--- config.mk ---
export PLATFORM = sky130hd
export DESIGN_NAME = adder_tree_accumulator_flat
export DESIGN_NICKNAME = d
export VERILOG_FILES = /design/src/rtl/adder_tree_pkg.sv /design/src/rtl/adder_tree_accumulator_if.sv /design/src/rtl/adder_tree_result_buf.sv /design/src/rtl/adder_tree_accumulator.sv /design/src/flat_wrapper.sv
export SDC_FILE = /design/constraint.sdc
export NUM_CORES = 1
export LEC_CHECK = 0
export BUFFER_PORTS_ARGS = -buffer_cell sky130_fd_sc_hd__buf_2
export CAP_MARGIN = 20
export CORE_MARGIN = 4
export CORE_UTILIZATION = 40
export CTS_CLUSTER_SIZE = 25
export DETAILED_ROUTE_END_ITERATION = 10
export SLEW_MARGIN = 20
export SYNTH_ARGS = -nofsm -noshare
export SYNTH_HDL_FRONTEND = slang
export SYNTH_SLANG_ARGS = --single-unit
--- constraint.sdc ---
create_clock -name clk -period 2.9 [get_ports clk]
set_clock_uncertainty 0.2 [all_clocks]
set_input_delay 0.145 -clock clk [delete_from_list [all_inputs] [get_ports clk]]
set_output_delay 0.145 -clock clk [all_outputs]
set_load 0.02 [all_outputs]
--- src/rtl/adder_tree_pkg.sv ---
// Shared types and widths for the adder tree and its downstream stages.
package adder_tree_pkg;

  localparam int ADDER_WIDTH = 4;
  localparam int TREE_LEVELS = 3;

  // Width of one tree result: each level adds one carry bit.
  function automatic int sum_width(input int adder_w, input int levels);
    return adder_w + levels;
  endfunction

  localparam int SUM_WIDTH = sum_width(ADDER_WIDTH, TREE_LEVELS);

  typedef enum logic [0:0] {
    OUT_EMPTY = 1'b0,
    OUT_FULL  = 1'b1
  } out_state_e;

endpackage

--- src/rtl/adder_tree_accumulator_if.sv ---
// Stream interface of the block accumulator: sample input, block-result output, clear.
interface adder_tree_accumulator_if #(
  parameter int SUM_WIDTH   = adder_tree_pkg::SUM_WIDTH,
  parameter int LOG2_FRAMES = 2,
  parameter int CNT_WIDTH   = 16
);

  logic                             clear;
  logic                             in_valid;
  logic [SUM_WIDTH-1:0]             in_sum;
  logic                             in_ready;
  logic                             out_valid;
  logic                             out_ready;
  logic [SUM_WIDTH+LOG2_FRAMES-1:0] out_total;
  logic [SUM_WIDTH-1:0]             out_mean;
  logic [CNT_WIDTH-1:0]             frame_count;

  modport master (
    output clear, in_valid, in_sum, out_ready,
    input  in_ready, out_valid, out_total, out_mean, frame_count
  );

  modport slave (
    input  clear, in_valid, in_sum, out_ready,
    output in_ready, out_valid, out_total, out_mean, frame_count
  );

endinterface

--- src/rtl/adder_tree_result_buf.sv ---
// One-deep valid/ready holding register for completed block results.
// Supports load, drain, and simultaneous load+drain without a bubble.
module adder_tree_result_buf
  import adder_tree_pkg::*;
#(
  parameter int TOTAL_W = 9,
  parameter int MEAN_W  = 7
) (
  input  logic               clk,
  input  logic               rst,
  input  logic               load,
  input  logic               drain_ready,
  input  logic [TOTAL_W-1:0] total_d,
  input  logic [MEAN_W-1:0]  mean_d,
  output logic               valid,
  output logic [TOTAL_W-1:0] total_q,
  output logic [MEAN_W-1:0]  mean_q
);

  out_state_e state_q;
  out_state_e state_d;

  // State register.
  always_ff @(posedge clk) begin
    if (rst) begin
      state_q <= OUT_EMPTY;
    end else begin
      state_q <= state_d;
    end
  end

  // Next state: a load always leaves the buffer full; a drain alone empties it.
  always_comb begin
    state_d = state_q;
    case (state_q)
      OUT_EMPTY: if (load) state_d = OUT_FULL;
      OUT_FULL: begin
        if (load) begin
          state_d = OUT_FULL;
        end else if (drain_ready) begin
          state_d = OUT_EMPTY;
        end
      end
      default: state_d = OUT_EMPTY;
    endcase
  end

  // Output decode: the buffer is presented whenever it holds a result.
  always_comb begin
    valid = (state_q == OUT_FULL);
  end

  // Result payload: loaded on completion, otherwise held stable.
  always_ff @(posedge clk) begin
    if (rst) begin
      total_q <= '0;
      mean_q  <= '0;
    end else if (load) begin
      total_q <= total_d;
      mean_q  <= mean_d;
    end
  end

endmodule

--- src/rtl/adder_tree_accumulator.sv ---
// Block accumulator behind the adder tree: sums 2**LOG2_FRAMES accepted tree
// results into one exact total, publishes total and truncated mean through a
// one-deep result buffer, and counts completed blocks.
module adder_tree_accumulator #(
  parameter int ADDER_WIDTH = adder_tree_pkg::ADDER_WIDTH,
  parameter int TREE_LEVELS = adder_tree_pkg::TREE_LEVELS,
  parameter int LOG2_FRAMES = 2,
  parameter int CNT_WIDTH   = 16
) (
  input  logic                     clk,
  input  logic                     rst,
  adder_tree_accumulator_if.slave  bus
);

  import adder_tree_pkg::*;

  localparam int SUM_W   = sum_width(ADDER_WIDTH, TREE_LEVELS);
  localparam int TOTAL_W = SUM_W + LOG2_FRAMES;
  // Block size is a power of two, so the last sample index is all ones.
  localparam logic [LOG2_FRAMES-1:0] CNT_LAST = '1;

  // Mean is the total divided by the block size, truncating toward zero.
  function automatic logic [SUM_W-1:0] block_mean(input logic [TOTAL_W-1:0] total);
    return total[TOTAL_W-1:LOG2_FRAMES];
  endfunction

  logic [TOTAL_W-1:0]     acc_p0;
  logic [TOTAL_W-1:0]     sum_p0;
  logic [LOG2_FRAMES-1:0] cnt_p0;
  logic                   block_last;
  logic                   accept;
  logic                   complete;
  logic                   out_valid_p1;
  logic [CNT_WIDTH-1:0]   frame_count_q;

  // Stage 0: running sum of the current block and handshake decode.
  always_comb begin
    sum_p0        = acc_p0 + {{LOG2_FRAMES{1'b0}}, bus.in_sum};
    block_last    = (cnt_p0 == CNT_LAST);
    bus.in_ready  = !(block_last && out_valid_p1 && !bus.out_ready);
    accept        = bus.in_valid && bus.in_ready;
    // A clear on the same cycle drops the sample, so it cannot complete a block.
    complete      = accept && block_last && !bus.clear;
  end

  // Accumulator and sample counter; clear discards the partial block.
  always_ff @(posedge clk) begin
    if (rst || bus.clear) begin
      acc_p0 <= '0;
      cnt_p0 <= '0;
    end else if (accept) begin
      if (block_last) begin
        acc_p0 <= '0;
        cnt_p0 <= '0;
      end else begin
        acc_p0 <= sum_p0;
        cnt_p0 <= cnt_p0 + 1'b1;
      end
    end
  end

  // Completed-block counter, wraps silently.
  always_ff @(posedge clk) begin
    if (rst) begin
      frame_count_q <= '0;
    end else if (complete) begin
      frame_count_q <= frame_count_q + 1'b1;
    end
  end

  // Stage 1: result buffer holds the finished block until the consumer takes it.
  adder_tree_result_buf #(
    .TOTAL_W (TOTAL_W),
    .MEAN_W  (SUM_W)
  ) u_result_buf (
    .clk         (clk),
    .rst         (rst),
    .load        (complete),
    .drain_ready (bus.out_ready),
    .total_d     (sum_p0),
    .mean_d      (block_mean(sum_p0)),
    .valid       (out_valid_p1),
    .total_q     (bus.out_total),
    .mean_q      (bus.out_mean)
  );

  assign bus.out_valid   = out_valid_p1;
  assign bus.frame_count = frame_count_q;

endmodule
--- src/flat_wrapper.sv ---
// flat-port wrapper written by rule: the top's interface ports become plain ports
module adder_tree_accumulator_flat import adder_tree_pkg::*;
#(
  parameter int ADDER_WIDTH = adder_tree_pkg::ADDER_WIDTH,
  parameter int TREE_LEVELS = adder_tree_pkg::TREE_LEVELS,
  parameter int LOG2_FRAMES = 2,
  parameter int CNT_WIDTH   = 16
)
  (clk, rst, bus_clear, bus_in_valid, bus_in_sum, bus_out_ready, bus_in_ready, bus_out_valid, bus_out_total, bus_out_mean, bus_frame_count);
  adder_tree_accumulator_if #(.LOG2_FRAMES(LOG2_FRAMES), .CNT_WIDTH(CNT_WIDTH)) bus_i ();
  input  logic clk;
  input  logic rst;
  input wire logic [$bits(bus_i.clear)-1:0] bus_clear;
  input wire logic [$bits(bus_i.in_valid)-1:0] bus_in_valid;
  input wire logic [$bits(bus_i.in_sum)-1:0] bus_in_sum;
  input wire logic [$bits(bus_i.out_ready)-1:0] bus_out_ready;
  output wire logic [$bits(bus_i.in_ready)-1:0] bus_in_ready;
  output wire logic [$bits(bus_i.out_valid)-1:0] bus_out_valid;
  output wire logic [$bits(bus_i.out_total)-1:0] bus_out_total;
  output wire logic [$bits(bus_i.out_mean)-1:0] bus_out_mean;
  output wire logic [$bits(bus_i.frame_count)-1:0] bus_frame_count;
  assign bus_i.clear = bus_clear;
  assign bus_i.in_valid = bus_in_valid;
  assign bus_i.in_sum = bus_in_sum;
  assign bus_i.out_ready = bus_out_ready;
  assign bus_in_ready = bus_i.in_ready;
  assign bus_out_valid = bus_i.out_valid;
  assign bus_out_total = bus_i.out_total;
  assign bus_out_mean = bus_i.out_mean;
  assign bus_frame_count = bus_i.frame_count;
  adder_tree_accumulator #(.ADDER_WIDTH(ADDER_WIDTH), .TREE_LEVELS(TREE_LEVELS), .LOG2_FRAMES(LOG2_FRAMES), .CNT_WIDTH(CNT_WIDTH)) u_core (.clk(clk), .rst(rst), .bus(bus_i));
endmodule
**Word-level counts from Yosys, hierarchy flattened**

Cells that the tools add are included.
Widths: inputs -> output; s select.

- Reduce and logical (&&, ||, !) cells: 9
- Bitwise logic cells: 1
- Add/subtract/negate cells: 3
- Equal/unequal tests: 1
- Muxes and demuxes: 6

Operators by type and width:

| operator | count |
|---|---|
| $add 16x1->16 const B | 1 |
| $add 9x7->9 | 1 |
| $mux 9 | 1 |
| $logic_and 1x1->1 | 5 |
| $logic_not 1->1 | 3 |
| $mux 1 | 3 |
| $add 2x1->2 const B | 1 |
| $eq 2x2->1 const B | 1 |
| $mux 2 | 1 |
| $pmux 1 s2 | 1 |
| $logic_or 1x1->1 | 1 |
| $not 1->1 | 1 |

- Output and inout port bits: 34
- Input bits: 12
- Bits in registers: 44
- Logic and storage cells: 26

**Depth between registers and ports, before layout**

Gate-level depths: netlist (run 1).

- Word-level depth: 9
- Mapped depth: 6
- Mapped depth without buffers: 6

**Modules after synthesis**

Synthesis (run 1) repeated with hierarchy kept, for this count alone.

- Cells, all modules: 243
- Area, all modules: 2,235.9 um2

By module, submodules not included:

| module | instances | cells an instance | sequential area each (um2) | area an instance (um2) |
|---|---|---|---|---|
| adder_tree_accumulator | 1 | 187 | 540.5 | 1,619.1 |
| adder_tree_result_buf | 1 | 56 | 340.3 | 616.8 |

**Worst setup path before layout (run 1)**

Ideal clock, no wire load.

- Kind: register -> register
- From: register u_core.acc_p0[0]
- To: register u_core.u_result_buf.total_q[8]
- Path buffers: 0
- Library setup time: 91 ps
- Stages on the path, launching flop included: 7
- Required time: 2,609 ps
- Path slack: 712 ps
- Data arrival time: 1,897 ps
- Clock period less this slack: 2,188 ps
- Cells stage by stage: dfxtp_1 -> ha_1 -> fa_1 -> a211o_1 -> a2111oi_0 -> o31ai_1 -> a311oi_1

- Longest elaborated chain between the ends: 1

Ends and longest elaborated chain:

| item | RTL line | RTL |
|---|---|---|
| start: declaration | adder_tree_accumulator.sv:27 | `logic [TOTAL_W-1:0] acc_p0;` |
| start signal: assignment | adder_tree_accumulator.sv:56 | `acc_p0 <= sum_p0;` |
| $add 9x7->9 | adder_tree_accumulator.sv:38 | `sum_p0 = acc_p0 + {{LOG2_FRAMES{1'b0}}, bus.in_sum};` |
| end signal: assignment | adder_tree_result_buf.sv:59 | `total_q <= total_d;` |
| end: declaration | adder_tree_result_buf.sv:16 | `output logic [TOTAL_W-1:0] total_q,` |

No other way between the ends.
A chain may end at the register's enable or synchronous reset.

**Worst setup path in the final report (run 1)**

- From: register u_core.acc_p0[0]
- To: register u_core.acc_p0[6]

- Longest elaborated chain between the ends: 2

Ends and longest elaborated chain:

| item | RTL line | RTL |
|---|---|---|
| $add 9x7->9 | adder_tree_accumulator.sv:38 |  |
| $mux 9 | adder_tree_accumulator.sv:52 | `if (block_last) begin` |

No other way between the ends.

==> summary.md, run 1 <==
| Metric | Value |
|---|---|
| Status | `finished, final reports clean` |
| Num ports | `46` |
| Library cells used by synthesis | `50` |
| Post-route ant nets | `0` |
| Wire per inst | `14.20 um` |
| Ys async rst share | `0%` |
| Worst skew pair latency | `290 ps` |
| Sequential share of the synthesized area | `35.94%` |
| Most used flip-flop cell after synthesis | `dfxtp_1` |
| Setup crit start kind | `flip-flop` |
| Peak supply drop | `180.6 uV` |
| Die Width | `79.78 um` |
| Arrival time worst endpoint | `2310 ps` |
| Largest net degree at the start of global routing | `36` |
| Drc violations | `0` |
| Largest fanout on the critical path | `4` |
| Grt ovf | `0` |
| Initial DRC count | `101` |
| Largest family of logic cells by synthesized area | `simple AND/OR/NAND/NOR gates` |
| CP Cell Sequence | `ha_1, fa_1, a21o_1, a2111o_1, xnor2_1, o41ai_1` |
| Synthesized instance count | `242` |
| Max_cap viols | `0` |
| Final Critical Period | `2323 ps` |
| Final number of setup-violating endpoints | `0` |
| Initial antenna violation count | `0` |
| Clk pin slew, worst setup/hold paths | `70 ps` |
| Commonest non-fill, non-tap cell in the layout | `buf_2` |
| Reg2reg start | `u_core.acc_p0[0]$_SDFFE_PP0P_` |
| Adder-cell share of the synthesized area | `6.436%` |
| Die area | `6364 um^2` |
| Storage element area | `740.7 um^2` |
| Crit share post-route | `80.11%` |
| Layout cell share with drive strength beyond 1 | `23.93%` |
| Initial core utilization | `42.50%` |
| Placed cell count | `338` |
| Vias/cell | `5.395` |
| Setup tns final | `0 ps` |
| Max Buffers Root-to-Sink | `2` |
| Final nets | `301` |
| Critical path origin | `u_core.acc_p0[0]$_SDFFE_PP0P_` |
| Port buffer count | `45` |
| Leakage power | `0.9980 nW` |
| FP Rows | `25` |
| TritonRoute pass-1 iters | `4` |
| TritonCTS Buffers | `5` |
| PwrDens | `449.2 nW/um^2` |
| Clock sinks | `37` |
| Die Span Y | `79.78 um` |
| Final cell count without fillers | `347` |
| Post-Route WL | `4926 um` |
| Core area | `4848 um^2` |
| Hold_sp | `bus_in_valid` |
| Xor-xnor portion of the synthesized cell area | `3.825%` |
| Mapped Nets | `264` |
| Root Buffer | `clkbuf_8` |
| Final Max Tran Viols | `0` |
| Overall global routing resource usage | `16.25%` |
| Mapped Area | `2061 um^2` |
| Worst-Margin Slew | `570.9 ps` |
| Synthesis-to-layout area growth | `17.12%` |
| FILL cells | `483` |
| Crit path max-delay cell type | `a2111o_1` |
| N_diodes | `0` |
| Post-synth EDFFs | `0` |
| Global-route wire length before repair | `8142 um` |
| Htree depth | `2` |
| Crit. End Element | `flip-flop` |
| Slowest Stage Delay on Critical Path | `440 ps` |
| YS warnings | `0` |
| Slew margin rel. | `61.94%` |
| Synth Register Bits | `37` |
| Crit Path Class | `flip-flop to flip-flop` |
| CTS tree | `done` |
| GPL Wtd Cong | `0.7806` |
| Area of the multi-input gates | `1196 um^2` |
| Synth Area in Compound Gates | `18.21%` |
| Final Hold Fails | `0` |
| Vias | `1872` |
| Bufs and invs on worst path | `0` |
| Commonest cells after routing, fill and taps aside | `buf_2, dfxtp_1, nand2_1` |
| Setup Fix Bufs, Post-CTS | `0` |
| Hold WC Path Type | `input pin to flip-flop` |
| Worst path top cell family by delay | `compound AO/OA/AOI/OAI gates` |
| RSZ-0062 raised after global routing | `false` |
| Tot Pwr | `1.084 mW` |
| Synth Area in Simple Gates | `28.48%` |
| Max frequency | `0.4305 GHz` |
| CP required | `2890 ps` |
| DP HPWL | `3633 um` |
| Multiplexer area fraction after synthesis | `1.093%` |
| Mean Syn Cell Area | `8.515 um^2` |
| Vias in the first global route | `1708` |
-- what timing repair did --
item,in CTS,in global routing
hold buffers,1,0
hold endpoints to repair,1,0
gates resized for setup,0,0
-- cells in the mapped netlist (2+ instances only) --
| library cell | instances | share of area [%] |
|---|---|---|
| nor3_1 | 4 | 0.97 |
| o211ai_1 | 4 | 1.5 |
| ha_1 | 9 | 5.5 |
| nor4_1 | 3 | 0.91 |
| nor2b_1 | 4 | 1.2 |
| or4_1 | 3 | 1.1 |
| mux2_2 | 2 | 1.1 |
| or4b_2 | 2 | 0.97 |
| nand2b_1 | 2 | 0.61 |
| a211oi_1 | 2 | 0.73 |
| or3_1 | 9 | 2.7 |
| a32oi_1 | 2 | 0.85 |
| nor2_1 | 20 | 3.6 |
| buf_4 | 8 | 2.9 |
| xnor2_1 | 8 | 3.4 |
| or2_2 | 4 | 1.2 |
| nand4_1 | 5 | 1.5 |
| a21o_1 | 3 | 1.1 |
| o41ai_1 | 2 | 0.85 |
| o21ai_0 | 4 | 0.97 |
| nand2_1 | 22 | 4.0 |
| a211o_1 | 3 | 1.3 |
| o31ai_1 | 5 | 1.8 |
| a21oi_1 | 20 | 4.9 |
| inv_1 | 4 | 0.73 |
| and3_1 | 3 | 0.91 |
| o21a_1 | 2 | 0.73 |
| nand3b_1 | 6 | 2.2 |
| nand3_1 | 10 | 2.4 |
| dfxtp_1 | 37 | 36 |
| and2_1 | 3 | 0.91 |
| clkbuf_1 | 9 | 1.6 |
-- final cells by class --
type                            instances  area share, %
Multi-Input combinational cell        182          49.56
Sequential cell                        37          30.69
Timing Repair Buffer                   49          10.68
Tap cell                               67          3.473
Clock buffer                            6          3.421
Clock inverter                          2          1.555
Inverter                                4         0.6221
-- report_power, final --
group	switching, mW	internal [mW]	leakage, nW
clock	0.191	0.280	0.0574
sequential	0.00314	0.513	0.299
combinational	0.0587	0.0386	0.642
-- tightest hold or removal path, cell delays in order --
cell	delay, ps
buf_2	170
nand3b_1	100
a21oi_1	60
-- per-stage QoR --
| stage | area, um^2 | hold slack [ps] | util, % | worst slack, ps |
|---|---|---|---|---|
| 2_1_floorplan | 2061 | 146.8 | - | 712.0 |
| 3_3_place_gp | 2283 | 246.6 | 47.10 | 623.3 |
| 3_5_place_dp | 2283 | 251.4 | 47.10 | 555.2 |
| 4_1_cts | 2414 | 22.75 | 49.78 | 557.5 |
| 5_1_grt | 2414 | 52.33 | 49.78 | 367.2 |
| 6_report | 2414 | 28.35 | 49.78 | 576.9 |
-- worst paths after layout --
path	endpoint	slack (ps)	cells past startpoint
setup / recovery	u_core.acc_p0[6]$_SDFFE_PP0P_	580	6
setup reg to reg	u_core.acc_p0[6]$_SDFFE_PP0P_	580	6
hold reg to reg	u_core.u_result_buf.total_q[0]$_SDFFE_PP0P_	250	2
hold / removal	u_core.acc_p0[0]$_SDFFE_PP0P_	30	3
-- cell families after synthesis --
group | count (synthesis)
AO/OA/AOI/OAI | 55
multiplexers | 2
adder cells (fa/ha/maj) | 10
flip-flops | 37
buffers and inverters | 23
AND/OR/NAND/NOR | 106
XOR/XNOR | 9
-- sequential cells by signal (all words and copies together) (netlist names) --
| name | cells |
|---|---|
| u_core.bus.frame_count | 16 |
| u_core.u_result_buf.valid | 1 |
| u_core.cnt_p0 | 2 |
| u_core.u_result_buf.total_q | 9 |
| u_core.acc_p0 | 9 |
-- metal layers --
| layer | part of all wire [%] | track usage [%] | up-vias |
|---|---|---|---|
| met2 | 42 | 24.12 | 55 |
| met3 | 6.6 | 4.966 | 11 |
| met1 | 49 | 22.28 | 850 |
| met5 | 0 | 0 | - |
| met4 | 1.8 | 5.574 | 0 |
| li1 | - | - | 956 |
(Power assumes the default switching activity.)
==> run 2: changes to the inputs <==
--- a/config.mk
+++ b/config.mk
@@ -5,6 +5,7 @@
 export SDC_FILE = /design/constraint.sdc
 export NUM_CORES = 1
 export LEC_CHECK = 0
+export ABC_AREA = 1
 export BUFFER_PORTS_ARGS = -buffer_cell sky130_fd_sc_hd__buf_2
 export CAP_MARGIN = 20
 export CORE_MARGIN = 4
==> constraint.sdc (replaced) <==
create_clock -name clk -period 2.3 [get_ports clk]
set_clock_uncertainty 0.2 [all_clocks]
set_input_delay 0.115 -clock clk [delete_from_list [all_inputs] [get_ports clk]]
set_output_delay 0.115 -clock clk [all_outputs]
set_load 0.02 [all_outputs]
==> run 2 against run 1 <==
Worst hold slack improved by 17 ps. Combinational power up 17%. Critical path depth is 1 lower. First-iteration DRC count fell by 36%. Clock power grew 2%. Register-to-register slack got worse by 310 ps. Sequential power grew 26%. Sequential share of layout area grew 0.080 points. Critical path type unchanged. Critical endpoint is now u_core.u_result_buf.valid$_SDFF_PP0_.
==> summary.md, run 2 <==
| Metric | Value |
|---|---|
| Status | `finished, final reports clean (unchanged)` |
| Synthesized instance count | `292 (was 242)` |
| PwrDens | `517.1 nW/um^2 (was 449.2 nW/um^2)` |
| Post-synth EDFFs | `0 (unchanged)` |
| Initial antenna violation count | `0 (unchanged)` |
| Yosys top cell by area | `dfxtp_1 (unchanged)` |
| Total net switching power | `310.4 uW (was 253.1 uW)` |
| Commonest cells after routing, fill and taps aside | `nand2_1, buf_2, dfxtp_1 (was buf_2, dfxtp_1, nand2_1)` |
| Sequential share of the synthesized area | `36.12% (was 35.94%)` |
| Post-Route WL | `4388 um (was 4926 um)` |
| Final number of setup-violating endpoints | `0 (unchanged)` |
| Largest net degree at the start of global routing | `19 (was 36)` |
| Post-route ant nets | `0 (unchanged)` |
| CP required | `2340 ps (was 2890 ps)` |
| Share of the synthesized area in the top cell type | `36.12% (was 35.94%)` |
| Final Hold Fails | `0 (unchanged)` |
| Clock sinks | `37 (unchanged)` |
| Die area | `6336 um^2 (was 6364 um^2)` |
| Hold WC Path Type | `input pin to flip-flop (unchanged)` |
| Initial core utilization | `42.30% (was 42.50%)` |
| Max Buffers Root-to-Sink | `2 (unchanged)` |
| Worst skew pair latency | `290 ps (about the same)` |
| Setup crit start kind | `flip-flop (unchanged)` |
| Arrival time worst endpoint | `2080 ps (was 2310 ps)` |
| Worst-Margin Slew | `490.8 ps (was 570.9 ps)` |
| Grt ovf | `0 (unchanged)` |
| Peak supply drop | `318.3 uV (was 180.6 uV)` |
| Crit Path Class | `flip-flop to flip-flop (unchanged)` |
| Max reg flops | `16 (unchanged)` |
| YS warnings | `0 (unchanged)` |
| Mapped Area | `2051 um^2 (was 2061 um^2)` |
| Leakage power | `1.192 nW (was 0.9980 nW)` |
| Vias | `1873 (was 1872)` |
| Max frequency | `0.4912 GHz (was 0.4305 GHz)` |
| Initial DRC count | `65 (was 101)` |
| CP Cell Sequence | `ha_1, nand3_1, nand3_4, a21oi_1, dlygate4sd3_1 (was ha_1, fa_1, a21o_1, a2111o_1, xnor2_1, o41ai_1)` |
| Die Span Y | `79.60 um (was 79.78 um)` |
| Mean Syn Cell Area | `7.023 um^2 (was 8.515 um^2)` |
| Part of the power in the clock network | `38.6% (was 43.4%)` |
| Final Max Tran Viols | `0 (unchanged)` |
| Synthesis-to-layout area growth | `17.39% (was 17.12%)` |
| Sequential power share | `52.3% (was 47.6%)` |
| Setup Fix Bufs, Post-CTS | `0 (unchanged)` |
| Global-route wire length before repair | `7900 um (was 8142 um)` |
| Core area | `4848 um^2 (unchanged)` |
| Commonest non-fill, non-tap cell in the layout | `nand2_1 (was buf_2)` |
| Final core occ | `49.65% (was 49.78%)` |
| Crit. End Element | `flip-flop (unchanged)` |
| Port buffer count | `45 (unchanged)` |
| Wire per inst | `10.86 um (was 14.20 um)` |
| Tot Pwr | `1.245 mW (was 1.084 mW)` |
| TritonRoute pass-1 iters | `4 (unchanged)` |
| Slew margin rel. | `67.08% (was 61.94%)` |
| Htree depth | `2 (unchanged)` |
| Max_cap viols | `0 (unchanged)` |
| FP Rows | `25 (unchanged)` |
| Crit share post-route | `88.52% (was 80.11%)` |
| N_diodes | `0 (unchanged)` |
| Most used flip-flop cell after synthesis | `dfxtp_1 (unchanged)` |
| Hold slack | `45.71 ps (was 28.35 ps)` |
| Ys async rst share | `0% (unchanged)` |
| Layout cell share with drive strength beyond 1 | `20.18% (was 23.93%)` |
| Crit path max-delay cell type | `dlygate4sd3_1 (was a2111o_1)` |
| Post-synth top cells | `nand2_1, dfxtp_1, inv_1, a21oi_1, nor2_1 (was dfxtp_1, nand2_1, a21oi_1, nor2_1, nand3_1)` |
| Comb power frac | `9.1% (was 9.0%)` |
| Slowest Stage Delay on Critical Path | `550 ps (was 440 ps)` |
| CTS tree | `done (unchanged)` |
| Vias in the first global route | `1778 (was 1708)` |
| DP HPWL | `3270 um (was 3633 um)` |
| Setup tns final | `0 ps (unchanged)` |
| TritonCTS Buffers | `5 (unchanged)` |
| Mapped Nets | `314 (was 264)` |
| RSZ-0062 raised after global routing | `false (unchanged)` |
| Clk pin slew, worst setup/hold paths | `80 ps (was 70 ps)` |
| Synth Register Bits | `37 (unchanged)` |
| Place WS | `401.4 ps (was 555.2 ps)` |
| Sw Ratio | `24.94% (was 23.35%)` |
| Die Width | `79.60 um (was 79.78 um)` |
| Internal cell power | `934.4 uW (was 831.0 uW)` |
| Worst setup margin | `264.1 ps (was 576.9 ps)` |
| Cell with the most instances after synthesis | `nand2_1 (was dfxtp_1)` |
| Root Buffer | `clkbuf_8 (unchanged)` |
| Drc violations | `0 (unchanged)` |
| Final nets | `358 (was 301)` |
| Final Critical Period | `2036 ps (was 2323 ps)` |
| Largest fanout on the critical path | `14 (was 4)` |
| GPL Wtd Cong | `0.8256 (was 0.7806)` |
| Top post-synthesis cells by area | `dfxtp_1, nand2_1, a21oi_1 (was dfxtp_1, ha_1, a21oi_1)` |
| Overall global routing resource usage | `15.91% (was 16.25%)` |
| Library cells used by synthesis | `30 (was 50)` |
| Num ports | `46 (unchanged)` |
| Vias/cell | `4.636 (was 5.395)` |
## run 2: cell families (layout without fill, tap and decap cells)
family,after synthesis,in the layout,synth area share (%)
AND/OR/NAND/NOR,151,151,33.68
XOR/XNOR,2,2,0.8543
adder cells (fa/ha/maj),10,10,6.467
flip-flops,37,37,36.12
AO/OA/AOI/OAI,43,43,11.59
buffers and inverters,49,94,11.29
## run 2: final cells by class
class	count	area, um^2
clock inverter	2	13.76
timing repair buffer	50	272.8
multi-input combinational	206	1079
fill	486	2441
tap	67	83.83
inverter	36	135.1
sequential	37	740.7
clock buffer	6	82.58
## run 2: path summary, 6_finish.rpt
check,from,cells past startpoint,end,slack [ps]
setup / recovery,u_core.cnt_p0[0]$_SDFFE_PP0P_,5,u_core.u_result_buf.valid$_SDFF_PP0_,260
hold / removal,bus_in_sum[0],4,u_core.acc_p0[0]$_SDFFE_PP0P_,50
setup reg to reg,u_core.cnt_p0[0]$_SDFFE_PP0P_,5,u_core.u_result_buf.valid$_SDFF_PP0_,260
hold reg to reg,u_core.u_result_buf.total_q[1]$_SDFFE_PP0P_,2,u_core.u_result_buf.total_q[1]$_SDFFE_PP0P_,270
## run 2: worst max-delay path: cells and delay by family, from the launching register on
kind	cells	cell delay (ps)
buf+inv	1	550
simple gates	2	460
flops	1	330
fa+ha+maj	1	240
compound gates	1	200
## run 2: what timing repair did
action,4_1_cts,5_1_grt
hold buffers,4,0
resized for setup,0,0
hold endpoints to repair,8,0
endpoints found under the setup margin,0,0
## run 2: metrics by stage
stage,instance area [um^2],cells
2_1_floorplan,2051,292
3_3_place_gp,2271,392
3_5_place_dp,2271,392
4_1_cts,2407,404
5_1_grt,2407,404
6_report,2407,404
## run 2: routing by layer
layer	vias up	GRT usage, %	wire [um]
met5	-	0	0
met4	0	6.529	96
met3	7	4.515	253
met2	39	23.37	1815
met1	811	21.69	2224
li1	1016	-	-
## run 2: power by group through the flow
stage / Sequential, mW / Clock (mW) / Combinational (mW)
final: 0.651 / 0.481 / 0.114
after global routing: 0.652 / 0.528 / 0.131
after CTS: 0.651 / 0.502 / 0.115
after detailed placement: 0.666 / 0 / 0.110
after global placement: 0.666 / 0 / 0.111
after floorplan: 0.665 / 0 / 0.0797
==> run 3: changes to the inputs <==
--- a/config.mk
+++ b/config.mk
@@ -5,7 +5,6 @@
 export SDC_FILE = /design/constraint.sdc
 export NUM_CORES = 1
 export LEC_CHECK = 0
-export ABC_AREA = 1
 export BUFFER_PORTS_ARGS = -buffer_cell sky130_fd_sc_hd__buf_2
 export CAP_MARGIN = 20
 export CORE_MARGIN = 4
==> run 3 against run 2 <==
Global-route usage grew 0.56 points. Cell count shrank 13%. Worst hold slack lost 37 ps. Sequential share of layout area shrank 0.58 points. Non-clock buffer count grew 6. Register-to-register slack lost 170 ps. Combinational power grew 13%. Sequential cell count is the same. Setup slack lost 170 ps. Highest routed layer unchanged.
==> summary.md, run 3 (synthesized netlist as in run 1, its figures left out) <==
| Metric | Value |
|---|---|
| Status | `finished, final reports clean (unchanged)` |
| Core area | `4848 um^2 (unchanged)` |
| Final core occ | `50.61% (was 49.65%)` |
| Setup tns final | `0 ps (unchanged)` |
| Arrival time worst endpoint | `2190 ps (was 2080 ps)` |
| Worst-Margin Slew | `453.8 ps (was 490.8 ps)` |
| PwrDens | `540.2 nW/um^2 (was 517.1 nW/um^2)` |
| RSZ-0062 raised after global routing | `true (was false)` |
| Clock sinks | `37 (unchanged)` |
| Initial core utilization | `42.50% (was 42.30%)` |
| Crit share post-route | `95.98% (was 88.52%)` |
| Initial DRC count | `90 (was 65)` |
| Final Hold Fails | `0 (unchanged)` |
| CP required | `2280 ps (was 2340 ps)` |
| FILL cells | `486 (unchanged)` |
| Largest fanout on the critical path | `4 (was 14)` |
| Slowest Stage Delay on Critical Path | `420 ps (was 550 ps)` |
| Max frequency | `0.4530 GHz (was 0.4912 GHz)` |
| Slew margin rel. | `69.56% (was 67.08%)` |
| Final Max Tran Viols | `0 (unchanged)` |
| Hold WC Path Type | `input pin to flip-flop (unchanged)` |
| Peak supply drop | `243.1 uV (was 318.3 uV)` |
| TritonRoute pass-1 iters | `4 (unchanged)` |
| Vias | `1940 (was 1873)` |
| Setup crit start kind | `flip-flop (unchanged)` |
| Initial antenna violation count | `0 (unchanged)` |
| Max reg flops | `16 (unchanged)` |
| N_diodes | `0 (unchanged)` |
| Worst skew pair latency | `280 ps (was 290 ps)` |
| Final number of setup-violating endpoints | `0 (unchanged)` |
| FP Rows | `25 (unchanged)` |
| Drc violations | `0 (unchanged)` |
| Port buffer count | `45 (unchanged)` |
| Die Span Y | `79.78 um (was 79.60 um)` |
| Vias in the first global route | `1755 (was 1778)` |
| Wire per inst | `14.26 um (was 10.86 um)` |
| Layout cell share with drive strength beyond 1 | `25.87% (was 20.18%)` |
| Max_cap viols | `0 (unchanged)` |
| Tot Pwr | `1.326 mW (was 1.245 mW)` |
| CTS tree | `done (unchanged)` |
| Die Width | `79.78 um (was 79.60 um)` |
| Post-Route WL | `5034 um (was 4388 um)` |
| Crit Path Class | `flip-flop to flip-flop (unchanged)` |
| Final Critical Period | `2208 ps (was 2036 ps)` |
| Synthesis-to-layout area growth | `19.06% (was 17.39%)` |
| Root Buffer | `clkbuf_8 (unchanged)` |
| TritonCTS Buffers | `5 (unchanged)` |
| Post-route ant nets | `0 (unchanged)` |
| Bufs and invs on worst path | `0 (was 1)` |
| Global-route wire length before repair | `8349 um (was 7900 um)` |
| Vias/cell | `5.496 (was 4.636)` |
| Crit path max-delay cell type | `a2111o_1 (was dlygate4sd3_1)` |
| Clk pin slew, worst setup/hold paths | `70 ps (was 80 ps)` |
| Die area | `6364 um^2 (was 6336 um^2)` |
| Leakage power | `1.028 nW (was 1.192 nW)` |
| Overall global routing resource usage | `16.47% (was 15.91%)` |
| Num ports | `46 (unchanged)` |
| Final nets | `308 (was 358)` |
| Commonest cells after routing, fill and taps aside | `buf_2, dfxtp_1, nand2_1 (was nand2_1, buf_2, dfxtp_1)` |
| GPL Wtd Cong | `0.8481 (was 0.8256)` |
| Crit. End Element | `flip-flop (unchanged)` |
| CP Cell Sequence | `ha_1, fa_2, a21o_1, a2111o_1, xnor2_1, o41ai_1 (was ha_1, nand3_1, nand3_4, a21oi_1, dlygate4sd3_1)` |
| Worst path top cell family by delay | `compound AO/OA/AOI/OAI gates (was buffers and inverters)` |
| Commonest non-fill, non-tap cell in the layout | `buf_2 (was nand2_1)` |
| Max Buffers Root-to-Sink | `2 (unchanged)` |
| Grt ovf | `0 (unchanged)` |
| Htree depth | `2 (unchanged)` |
| Worst setup margin | `92.50 ps (was 264.1 ps)` |
| Place WS | `-19.79 ps (was 401.4 ps)` |
| Hold slack | `8.600 ps (was 45.71 ps)` |
| Largest net degree at the start of global routing | `31 (was 19)` |
| DP HPWL | `3776 um (was 3270 um)` |
run 3: cell types whose count changed in the layout (fill, tap and decap cells not counted), moves of 5 or more:
cell     before  now
a21oi_1      28   20
buf_4         1   10
inv_1        34    4
nand2_1      86   22
nand3_1      23   10
nand4_1       0    5
nor2_1       25   20
o31ai_1       0    5
or3_1         0    9
xnor2_1       1    8
run 3: layer usage:
layer	wire length, um	track usage [%]	vias to the layer above
met4	72	5.405	0
met2	2227	25.29	57
met5	0	0	-
met1	2443	22.94	904
met3	291	3.386	7
li1	-	-	972
run 3: repair_timing:
item	in CTS	in global routing
pin swaps	0	0
hold endpoints to repair	1	0
gates cloned	0	0
endpoints found under the setup margin	1	4
hold buffers	1	0
setup buffers	0	0
resized for setup	1	1
run 3: worst reg2reg max path: stages (launching register included):
cell	delay [ps]
dfxtp_1	320
ha_1	200
fa_2	370
a21o_1	210
a2111o_1	430
xnor2_1	170
o41ai_1	230
run 3: layout make-up:
type                    count  area [um^2]  share of cell area, %
clock inverters             2        35.03                  1.428
flip-flops and latches     37        740.7                  30.19
repair buffers             56        310.3                  12.65
inverters                   4        15.01                 0.6119
well taps                  67        83.83                  3.417
multi-input cells         182         1200                  48.90
clock buffers               5        68.82                  2.805
run 3: through the flow:
| stage | cell area [um^2] | instances |
|---|---|---|
| CTS | 2451 | 353 |
| floorplan | 2061 | 242 |
| global route | 2454 | 353 |
| global placement | 2336 | 345 |
| detailed placement | 2336 | 345 |
| finish | 2454 | 353 |
run 3: power by group:
part | switching [mW] | leakage (nW) | internal (mW)
logic | 0.0753 | 0.676 | 0.0532
clock network | 0.231 | 0.0540 | 0.315
registers | 0.00418 | 0.299 | 0.647
run 3: final timing paths:
kind,start,endpoint,slack [ps],depth (start not counted)
max reg2reg,u_core.acc_p0[0]$_SDFFE_PP0P_,u_core.acc_p0[6]$_SDFFE_PP0P_,90,6
max,u_core.acc_p0[0]$_SDFFE_PP0P_,u_core.acc_p0[6]$_SDFFE_PP0P_,90,6
min,bus_in_valid,u_core.acc_p0[1]$_SDFFE_PP0P_,9,3
min reg2reg,u_core.u_result_buf.total_q[0]$_SDFFE_PP0P_,u_core.u_result_buf.total_q[0]$_SDFFE_PP0P_,250,2
